[config.mk]
export PLATFORM = sky130hd
export DESIGN_NAME = alu_cmd_sequencer
export DESIGN_NICKNAME = d
export VERILOG_FILES = /design/src/rtl/alu_cmd_sequencer.sv
export SDC_FILE = /design/constraint.sdc
export NUM_CORES = 1
export LEC_CHECK = 0
export ABC_AREA = 1
export CORE_ASPECT_RATIO = 1.4
export CORE_MARGIN = 4
export CORE_UTILIZATION = 42
export DETAILED_ROUTE_END_ITERATION = 10
export PLACE_DENSITY = 0.92
export SLEW_MARGIN = 20
export SYNTH_ARGS = -nofsm -noshare
export SYNTH_HDL_FRONTEND = slang
export SYNTH_SLANG_ARGS = --single-unit
[constraint.sdc]
create_clock -name CLK -period 2.6 [get_ports CLK]
set_input_delay 0.78 -clock CLK [delete_from_list [all_inputs] [get_ports CLK]]
set_output_delay 0.78 -clock CLK [all_outputs]
set_load 0.005 [all_outputs]
[src/rtl/alu_cmd_sequencer.sv]
// Command-side master for the registered ALU: one op in flight, ALU latency wait, group-selected result out.
// Optional build macro ALU_SEQ_OPCNT_EN adds a saturating completed-op counter (op_count) with clear (op_count_clr).
module alu_cmd_sequencer #(
  parameter int IN_DATA_WIDTH   = 16,
  parameter int Arith_OUT_WIDTH = 32,
  parameter int Logic_OUT_WIDTH = 16,
  parameter int Shift_OUT_WIDTH = 16,
  parameter int CMP_OUT_WIDTH   = 3,
  parameter int ALU_LATENCY     = 1
) (
  input  logic                       CLK,
  input  logic                       RST,
  input  logic                       cmd_valid,
  output logic                       cmd_ready,
  input  logic [3:0]                 cmd_op,
  input  logic [IN_DATA_WIDTH-1:0]   cmd_a,
  input  logic [IN_DATA_WIDTH-1:0]   cmd_b,
  output logic [IN_DATA_WIDTH-1:0]   alu_a,
  output logic [IN_DATA_WIDTH-1:0]   alu_b,
  output logic [3:0]                 alu_func,
  input  logic [Arith_OUT_WIDTH-1:0] Arith_OUT,
  input  logic                       Carry_OUT,
  input  logic                       Arith_Flag,
  input  logic [Logic_OUT_WIDTH-1:0] Logic_OUT,
  input  logic                       Logic_Flag,
  input  logic [Shift_OUT_WIDTH-1:0] Shift_OUT,
  input  logic                       Shift_Flag,
  input  logic [CMP_OUT_WIDTH-1:0]   CMP_OUT,
  input  logic                       CMP_Flag,
  output logic                       rsp_valid,
  input  logic                       rsp_ready,
  output logic [Arith_OUT_WIDTH-1:0] rsp_data,
  output logic                       rsp_carry,
  output logic                       rsp_flag,
  output logic [2:0]                 state_dbg
`ifdef ALU_SEQ_OPCNT_EN
  ,
  input  logic                       op_count_clr,
  output logic [15:0]                op_count
`endif
);

  // Both channels: a transfer happens on a rising edge where valid && ready;
  // valid, once raised, holds its payload stable until that edge.
  typedef enum logic [2:0] {
    S_IDLE    = 3'd0,
    S_ISSUE   = 3'd1,
    S_WAIT    = 3'd2,
    S_CAPTURE = 3'd3,
    S_RESP    = 3'd4
  } state_t;

  localparam int CNT_W = (ALU_LATENCY > 1) ? $clog2(ALU_LATENCY) : 1;
  localparam logic [CNT_W-1:0] CNT_LOAD = CNT_W'(ALU_LATENCY - 1);
  localparam logic [CNT_W-1:0] CNT_ONE  = CNT_W'(1);

  state_t              state, state_nx;
  logic [CNT_W-1:0]    wait_cnt, wait_cnt_nx;
  logic [1:0]          group_q;
  logic                cmd_hs;
  logic [Arith_OUT_WIDTH-1:0] cap_data;
  logic                cap_carry;
  logic                cap_flag;

  assign cmd_hs    = cmd_valid && cmd_ready;
  assign state_dbg = state;

  always_comb begin
    state_nx    = state;
    wait_cnt_nx = wait_cnt;
    cmd_ready   = 1'b0;
    rsp_valid   = 1'b0;
    case (state)
      S_IDLE: begin
        cmd_ready = 1'b1;
        if (cmd_valid) state_nx = S_ISSUE;
      end
      S_ISSUE: begin
        wait_cnt_nx = CNT_LOAD;
        state_nx    = (ALU_LATENCY == 1) ? S_CAPTURE : S_WAIT;
      end
      S_WAIT: begin
        wait_cnt_nx = wait_cnt - CNT_ONE;
        if (wait_cnt <= CNT_ONE) state_nx = S_CAPTURE;
      end
      S_CAPTURE: state_nx = S_RESP;
      S_RESP: begin
        rsp_valid = 1'b1;
        if (rsp_ready) state_nx = S_IDLE;
      end
      default: state_nx = S_IDLE;
    endcase
  end

  // Narrow groups are zero-extended; carry only means something for arith.
  always_comb begin
    cap_data  = '0;
    cap_carry = 1'b0;
    cap_flag  = 1'b0;
    case (group_q)
      2'b00: begin
        cap_data  = Arith_OUT;
        cap_carry = Carry_OUT;
        cap_flag  = Arith_Flag;
      end
      2'b01: begin
        cap_data = {{(Arith_OUT_WIDTH-Logic_OUT_WIDTH){1'b0}}, Logic_OUT};
        cap_flag = Logic_Flag;
      end
      2'b10: begin
        cap_data = {{(Arith_OUT_WIDTH-CMP_OUT_WIDTH){1'b0}}, CMP_OUT};
        cap_flag = CMP_Flag;
      end
      default: begin
        cap_data = {{(Arith_OUT_WIDTH-Shift_OUT_WIDTH){1'b0}}, Shift_OUT};
        cap_flag = Shift_Flag;
      end
    endcase
  end

  always_ff @(posedge CLK) begin
    if (RST) begin
      state     <= S_IDLE;
      wait_cnt  <= '0;
      group_q   <= 2'b00;
      alu_a     <= '0;
      alu_b     <= '0;
      alu_func  <= 4'h0;
      rsp_data  <= '0;
      rsp_carry <= 1'b0;
      rsp_flag  <= 1'b0;
    end else begin
      state    <= state_nx;
      wait_cnt <= wait_cnt_nx;
      // ALU drive registers change only on acceptance and otherwise hold.
      if (cmd_hs) begin
        alu_a    <= cmd_a;
        alu_b    <= cmd_b;
        alu_func <= cmd_op;
        group_q  <= cmd_op[3:2];
      end
      if (state == S_CAPTURE) begin
        rsp_data  <= cap_data;
        rsp_carry <= cap_carry;
        rsp_flag  <= cap_flag;
      end
    end
  end

`ifdef ALU_SEQ_OPCNT_EN
  logic rsp_hs;
  assign rsp_hs = rsp_valid && rsp_ready;

  // Clear beats a coinciding completion; the count sticks at all-ones.
  always_ff @(posedge CLK) begin
    if (RST || op_count_clr) begin
      op_count <= 16'h0000;
    end else if (rsp_hs && (op_count != 16'hFFFF)) begin
      op_count <= op_count + 16'h0001;
    end
  end
`endif

endmodule
==> results of run 1 <==
worst min path at each step:
stage / startpoint / to / slack, ps / cells after the start
2_1_floorplan: rsp_data[25]$_SDFFE_PP0N_ / rsp_data[25]$_SDFFE_PP0N_ / 460 / 2
3_3_place_gp: alu_b[1]$_SDFFE_PP0P_ / alu_b[1]$_SDFFE_PP0P_ / 450 / 2
3_5_place_dp: rsp_data[27]$_SDFFE_PP0N_ / rsp_data[27]$_SDFFE_PP0N_ / 460 / 2
4_1_cts: alu_func[0]$_SDFFE_PP0P_ / alu_func[0]$_SDFFE_PP0P_ / 470 / 2
5_1_grt: rsp_data[15]$_SDFFE_PP0N_ / rsp_data[15]$_SDFFE_PP0N_ / 490 / 2
6_report: alu_func[0]$_SDFFE_PP0P_ / alu_func[0]$_SDFFE_PP0P_ / 470 / 2
cells in the final DEF (no fill, tap or decap), types with 2 or more instances in the layout:
cell type and instances:
sky130_fd_sc_hd__clkdlybuf4s50_1 184, sky130_fd_sc_hd__nand2_1 94, sky130_fd_sc_hd__dfxtp_1 73, sky130_fd_sc_hd__nand3_1 70, sky130_fd_sc_hd__a21oi_1 43, sky130_fd_sc_hd__nand3_2 30, sky130_fd_sc_hd__a21oi_2 29, sky130_fd_sc_hd__clkbuf_8 14
sky130_fd_sc_hd__nor2_1 10, sky130_fd_sc_hd__nand2_2 10, sky130_fd_sc_hd__buf_4 6, sky130_fd_sc_hd__o21ai_0 4, sky130_fd_sc_hd__inv_2 2, sky130_fd_sc_hd__buf_2 2, sky130_fd_sc_hd__buf_12 2
power groups by stage:
stage	logic [mW]	clock network, mW	registers, mW
global placement	0.740	0	1.25
floorplan	0.417	0	1.26
detailed placement	0.756	0	1.26
CTS	0.759	1.00	1.23
global route	0.812	1.05	1.24
finish	0.754	0.974	1.23
flip-flops by register name, indices dropped and copies added, names as in the netlist:
signal and flops:
rsp_flag 1, alu_func 4, rsp_carry 1, rsp_data 32, state_dbg 3, alu_a 16
alu_b 16
layout make-up:
type,count,area (um2),area share [%]
Clock buffer,15,196.4,3.600
Clock inverter,1,30.03,0.5503
Inverter,4,20.02,0.3669
Multi-Input combinational cell,299,1687,30.91
Sequential cell,73,1461,26.78
Tap cell,100,125.1,2.293
Timing Repair Buffer,194,1937,35.50
cell families (layout without fill, tap and decap cells):
family	after synthesis	after routing
buffers and inverters	39	214
AND/OR/NAND/NOR	221	221
flip-flops	73	73
AO/OA/AOI/OAI	78	78
critical path: cells and delay by family, from the launching register on:
kind | cells | cell delay, ps
buf+inv | 2 | 570
simple gates | 2 | 290
flops | 1 | 370
metrics by stage:
| step | hold slack (ps) | utilization (%) | power, mW |
|---|---|---|---|
| after global placement | 451.0 | 66.67 | 1.994 |
| final | 466.7 | 69.55 | 2.960 |
| after CTS | 469.5 | 69.55 | 2.993 |
| after detailed placement | 459.6 | 66.67 | 2.012 |
| after global routing | 493.7 | 69.55 | 3.106 |
| after floorplan | 459.8 | - | 1.675 |
metal layers:
metal	track usage [%]	vias to the layer above
li1	-	1727
met1	25.06	1683
met2	38.20	172
met3	8.100	22
met4	7.920	0
met5	0	-
==> metrics.md, run 1 <==
| Metric | Value |
|---|---|
| Inserted Diodes | 0 |
| Total global routing track utilization | 22.08% |
| Total placed cells including tap cells | 670 |
| Vias per inst | 5.254 |
| Buffer type at the clock tree root | sky130_fd_sc_hd__clkbuf_8 |
| Total half-perimeter wirelength after legalization and detailed placement | 8.162 mm |
| Number of global-route vias before repair | 3588 |
| Fin Setup TNS | 0 ps |
| Total grt overflow | 0 |
| Tightest Hold Check Type | flop to flop |
| Clock skew | 4.086 ps |
| Run status | finished, final reports clean |
| Clock share of power | 32.9% |
| Antenna violations before repair | 0 |
| CTS Hold Bufs | 0 |
| Number of H-tree levels | 3 |
| Leakage | 1.891 nW |
| Met3 Routed Length | 1.057 mm |
| Crit path largest cell delay | 510 ps |
| Die height | 115.0 um |
| Highest metal layer used by the detailed router | met4 |
| Input/output buffers | 186 |
| Final nets | 693 |
| DR WL/cell | 16.06 um |
| Vias after detailed routing | 3604 |
| Maximum number of pins on one net before global-route repair | 40 |
| Share of power burned in registers | 41.6% |
| Count of non-filler cells in the finished layout | 686 |
| Clock Sink Count | 73 |
| Placeable Area | 0.007845 mm2 |
| Fillers | 598 |
| Post-synth top area cell | sky130_fd_sc_hd__dfxtp_1 |
| Flop and latch count out of synthesis | 73 |
| Sequence of cells on the critical path | nor2_4 -> nand2_4 -> clkinv_4 -> clkdlybuf4s50_1 |
| Slew at the pin with the worst max-slew slack | 698.4 ps |
| Max Clk Rate | 0.4270 GHz |
| Number of top-level pins | 187 |
| Fraction of post-synthesis cell area in the top cell type by area | 42.53% |
| GP Congestion | 0.9015 |
| Number of standard-cell rows in the floorplan | 38 |
| Final routed DRC violation total | 0 |
| Sequential cell area fraction in the yosys report | 42.53% |
| Total count of max-transition violations in the final report | 0 |
| Die extent in x | 84.44 um |
| Worst reg2reg path depth | 6 |
| Setup violators final | 0 |
| Destination of the critical timing path | cmd_ready |
| Initial core utilization | 43.80% |
| Reg-to-reg slack, setup | 780 ps |
| Number of distinct library cells after synthesis | 26 |
| Largest driver fanout on the critical path | 5 |
| Number of instances in the synthesized netlist | 411 |
| Area fraction in and, or, nand and nor cells after synthesis | 34.41% |
| Library cell contributing the largest single delay on the critical path | sky130_fd_sc_hd__clkdlybuf4s50_1 |
| Final Hold Fails | 0 |
| FFs w/ async S/R, synth | 0% |
| Reg-to-reg endpoint | rsp_data[1]$_SDFFE_PP0N_ |
| Final setup margin | 257.9 ps |
| Number of buffers on the longest clock path | 2 |
| Mux contribution to synthesized area | 0% |
| Worst max-slew margin expressed relative to the limit | 53.44% |
| Worst path required time | 1820 ps |
| Nets in the synthesized netlist | 523 |
| First-pass GRT wire length | 17.35 mm |
| Wire length the detailed router placed on met1 | 4.293 mm |
| Post-placement cell area | 0.005230 mm2 |
| Net switching power | 0.8109 mW |
| Syn Std Cell Area | 0.003436 mm2 |
| Number of enable-type register cells in the synthesized netlist | 0 |
| Average footprint of a synthesized cell | 8.360 um2 |
| Clock insertion delay at the later pin of the skew report | 340 ps |
| Proportion of power drawn by combinational gates | 25.5% |
| Peak ir drop on the vdd network | 0.3754 mV |
| PwrDens | 542.5 mW/mm2 |
| Cell internal pwr | 2.149 mW |
| Synth warnings | 0 |
| Clock period minus final worst setup slack | 2342 ps |
| Switching power as a share of total power | 27.39% |
| Critical path capture point type | output port |
| Ratio of cells with drive above 1 in the final layout | 17.41% |
| Max-cap violations | 0 |
| Number of buffers created by CTS | 9 |
| Share of the synthesized netlist area taken by xor and xnor gates | 0% |
| Total length of routed met2 wires | 5.412 mm |
| Critical path launch point | state_dbg[0]$_SDFFE_PP0P_ |
| Nature of the critical path startpoint | flop |
| Crit path kind | flop to output port |
| Post-synthesis to final-layout area growth | 58.81% |
| Share of the clock period used by the worst path | 90.08% |
| Total routed wirelength | 11.01 mm |
| Most used flip-flop cell after synthesis | sky130_fd_sc_hd__dfxtp_1 |
| Critical path data arrival time | 1560 ps |
| Top cells by area in the synthesized netlist | sky130_fd_sc_hd__dfxtp_1, sky130_fd_sc_hd__nand2_1, sky130_fd_sc_hd__nand3_1, sky130_fd_sc_hd__nand3_2, sky130_fd_sc_hd__a21oi_2 |
| Adder and majority gate portion of the synthesized area | 0% |
| Antenna-violating nets left | 0 |
| Startpoint of the lowest-slack register-to-register path | alu_func[3]$_SDFFE_PP0P_ |
| Pre-Repair DR Iteration Count | 4 |
| Post-synth top cells | sky130_fd_sc_hd__nand2_1, sky130_fd_sc_hd__dfxtp_1, sky130_fd_sc_hd__nand3_1 |
| Worst-case setup slack after placement | 545.0 ps |
| Area of the die | 0.009712 mm2 |
| Number of DRC markers after the initial detailed-route iteration | 204 |
| Clock transition at the registers of the reported paths | 70 ps |
| Setup Buffers After CTS | 0 |
| Unrepaired setup endpoints after global routing | false |
| Final std cell area, no fill | 0.005456 mm2 |
| Share of the synthesized area in compound gates (AO/OA/AOI/OAI) | 14.68% |
| TritonCTS clock tree | done |
| Combinational family with the most area after synthesis | simple AND/OR/NAND/NOR gates |
| Number of cells upsized or downsized after cts | 0 |
| Most repeated cell in the gate-level netlist after synthesis | sky130_fd_sc_hd__nand2_1 |
No activity file was read; power rests on OpenSTA's default activity.
==> run 2, diff against run 1 <==
--- a/config.mk
+++ b/config.mk
@@ -7,7 +7,6 @@
 export LEC_CHECK = 0
 export ABC_AREA = 1
 export CORE_ASPECT_RATIO = 1.4
-export CORE_MARGIN = 4
 export CORE_UTILIZATION = 42
 export DETAILED_ROUTE_END_ITERATION = 10
 export PLACE_DENSITY = 0.92
==> metrics.md, run 2 (synthesis gave the netlist of run 1 again) <==
| Metric | Value |
|---|---|
| Number of DRC markers after the initial detailed-route iteration | 118 (-42%) |
| Clock transition at the registers of the reported paths | 80 ps (about the same) |
| Max Clk Rate | 0.4229 GHz (-0.94%) |
| Peak ir drop on the vdd network | 0.3711 mV (-1.1%) |
| Total global routing track utilization | 24.45% (+2.4 points) |
| Antenna-violating nets left | 0 (unchanged) |
| Total grt overflow | 0 (unchanged) |
| CTS Hold Bufs | 0 (unchanged) |
| Fillers | 609 (+1.8%) |
| Number of global-route vias before repair | 3448 (-3.9%) |
| HP Start | alu_b[0]$_SDFFE_PP0P_ |
| Clock insertion delay at the later pin of the skew report | 340 ps (about the same) |
| Pre-Repair DR Iteration Count | 6 (+2) |
| Final nets | 692 (-0.14%) |
| Input/output buffers | 186 (unchanged) |
| Run status | finished, final reports clean |
| Tightest Hold Check Type | flop to flop |
| Die extent in x | 78.44 um (-7.1%) |
| Crit path largest cell delay | 540 ps (+30 ps) |
| Clock Sink Count | 73 (unchanged) |
| Inserted Diodes | 0 (unchanged) |
| Post-synthesis to final-layout area growth | 57.98% |
| Worst reg2reg path depth | 6 (unchanged) |
| Most frequent standard cell in the layout excluding fill and tap cells | sky130_fd_sc_hd__clkdlybuf4s50_1 |
| Post-route total power | 2.882 mW (-2.6%) |
| Slew at the pin with the worst max-slew slack | 790.6 ps (+92.17 ps) |
| Placeable Area | 0.007845 mm2 (unchanged) |
| Die height | 109.0 um (-5.2%) |
| Number of H-tree levels | 3 (unchanged) |
| Critical path capture point type | output port |
| Sequence of cells on the critical path | inv_2 -> nor3_1 -> clkdlybuf4s50_1 |
| Critical path data arrival time | 1580 ps (+20 ps) |
| Initial core utilization | 43.80% (unchanged) |
| Share of the clock period used by the worst path | 90.94% (+0.86 points) |
| DR WL/cell | 15.43 um (-3.9%) |
| GP Congestion | 0.7699 (-15%) |
| Total routed wirelength | 10.57 mm (-4.1%) |
| Number of cells upsized or downsized after cts | 0 (unchanged) |
| Max-cap violations | 0 (unchanged) |
| Library cell contributing the largest single delay on the critical path | sky130_fd_sc_hd__clkdlybuf4s50_1 |
| Reg-to-reg slack, setup | 860 ps (+80 ps) |
| Post-route core utilization | 69.19% (-0.37 points) |
| Maximum number of pins on one net before global-route repair | 40 (unchanged) |
| Seq. cell area | 0.001461 mm2 (unchanged) |
| Area of the die | 0.008551 mm2 (-12%) |
| Area occupied by multi-input gates | 0.001687 mm2 (unchanged) |
| TritonCTS clock tree | done |
| Reg-to-reg endpoint | rsp_data[4]$_SDFFE_PP0N_ |
| Clock period minus final worst setup slack | 2364 ps (+22.31 ps) |
| Number of top-level pins | 187 (unchanged) |
| Setup Buffers After CTS | 0 (unchanged) |
| Total half-perimeter wirelength after legalization and detailed placement | 7.607 mm (-6.8%) |
| Nature of the critical path startpoint | flop |
| Vias per inst | 5.225 (-0.55%) |
| Number of buffers on the longest clock path | 2 (unchanged) |
| Largest register by flop count | rsp_data |
| Vias after detailed routing | 3579 (-0.69%) |
| Registers with the most flip-flops | rsp_data: 32 flops, alu_a: 16 flops, alu_b: 16 flops |
| Most frequent cells in the layout | sky130_fd_sc_hd__clkdlybuf4s50_1, sky130_fd_sc_hd__nand2_1, sky130_fd_sc_hd__dfxtp_1 |
| Flip-flop count of the largest register after layout | 32 (unchanged) |
| Final Hold Fails | 0 (unchanged) |
| Ratio of cells with drive above 1 in the final layout | 17.44% (+0.030 points) |
| Worst Hold End | alu_b[0]$_SDFFE_PP0P_ |
| Number of standard-cell rows in the floorplan | 38 (unchanged) |
| Unrepaired setup endpoints after global routing | false |
| Buffer type at the clock tree root | sky130_fd_sc_hd__clkbuf_8 |
| Clock skew | 13.73 ps (+9.648 ps) |
| Leakage | 1.869 nW (-1.2%) |
| Fin Setup TNS | 0 ps (unchanged) |
| Startpoint of the lowest-slack register-to-register path | alu_func[3]$_SDFFE_PP0P_ |
| Final routed DRC violation total | 0 (unchanged) |
| Critical path launch point | state_dbg[2]$_SDFFE_PP0P_ |
| PwrDens | 531.0 mW/mm2 (-2.1%) |
| Largest driver fanout on the critical path | 4 (-1) |
| Instance count along the most critical hold path | 2 (unchanged) |
| Worst path required time | 1820 ps (about the same) |
| Antenna violations before repair | 0 (unchanged) |
| Total count of max-transition violations in the final report | 0 (unchanged) |
| Worst max-slew margin expressed relative to the limit | 47.29% (-6.1 points) |
| Crit path kind | flop to output port |
| Number of buffers created by CTS | 9 (unchanged) |
| Setup violators final | 0 (unchanged) |
| First-pass GRT wire length | 16.28 mm (-6.2%) |
run 2: changes by cell type in the layout (fill, tap and decap cells not counted):
cell and delta:
sky130_fd_sc_hd__clkbuf_8 -4, sky130_fd_sc_hd__clkinv_4 +2, sky130_fd_sc_hd__clkinvlp_4 +2, sky130_fd_sc_hd__buf_4 -1, sky130_fd_sc_hd__clkbuf_1 -1, sky130_fd_sc_hd__clkinv_2 +1
run 2: final cells by class:
cell class | instances | area share (%)
clock buffer | 10 | 2.536
clock inverter | 6 | 1.245
inverter | 4 | 0.3688
multi-input combinational | 299 | 31.07
sequential | 73 | 26.92
tap | 100 | 2.305
timing repair buffer | 193 | 35.55
run 2: where the power goes:
part	switching (mW)	total, mW	leakage, nW	internal [mW]
Clock	0.428	0.899	0.0985	0.471
Combinational	0.366	0.752	1.18	0.386
Sequential	0.0458	1.23	0.594	1.19
Total	0.839	2.88	1.87	2.04
run 2: how the worst max path moves through the flow:
stage                 to  slack, ps  cells after the start
2_1_floorplan  cmd_ready        980                      4
3_3_place_gp   rsp_valid        640                      3
3_5_place_dp   rsp_valid        600                      3
4_1_cts        rsp_valid        210                      3
5_1_grt        rsp_valid        150                      3
6_report       rsp_valid        240                      3
run 2: stage by stage:
stage | instances | setup slack [ps] | hold WS, ps | instance area (um2)
finish | 685 | 235.5 | 465.9 | 5428
global route | 685 | 145.0 | 488.2 | 5428
global placement | 669 | 640.9 | 450.8 | 5223
CTS | 685 | 205.6 | 467.2 | 5428
floorplan | 411 | 980.1 | 459.8 | 3436
detailed placement | 669 | 596.3 | 455.4 | 5223
run 2: routing by layer:
layer | part of all wire (%) | global-route usage [%] | wire length, um | vias up
li1 | - | - | - | 1726
met1 | 38 | 25.51 | 3991 | 1651
met2 | 52 | 44.67 | 5457 | 174
met3 | 7.7 | 6.862 | 810 | 28
met4 | 2.9 | 12.04 | 307 | 0
met5 | 0 | 0 | 0 | -
run 2: worst max-delay path, delay by kind of cell, from the launching register on:
kind / cells / cell delay [ps]
AND/OR/NAND/NOR: 1 / 190
buffers and inverters: 2 / 650
flip-flops: 1 / 410
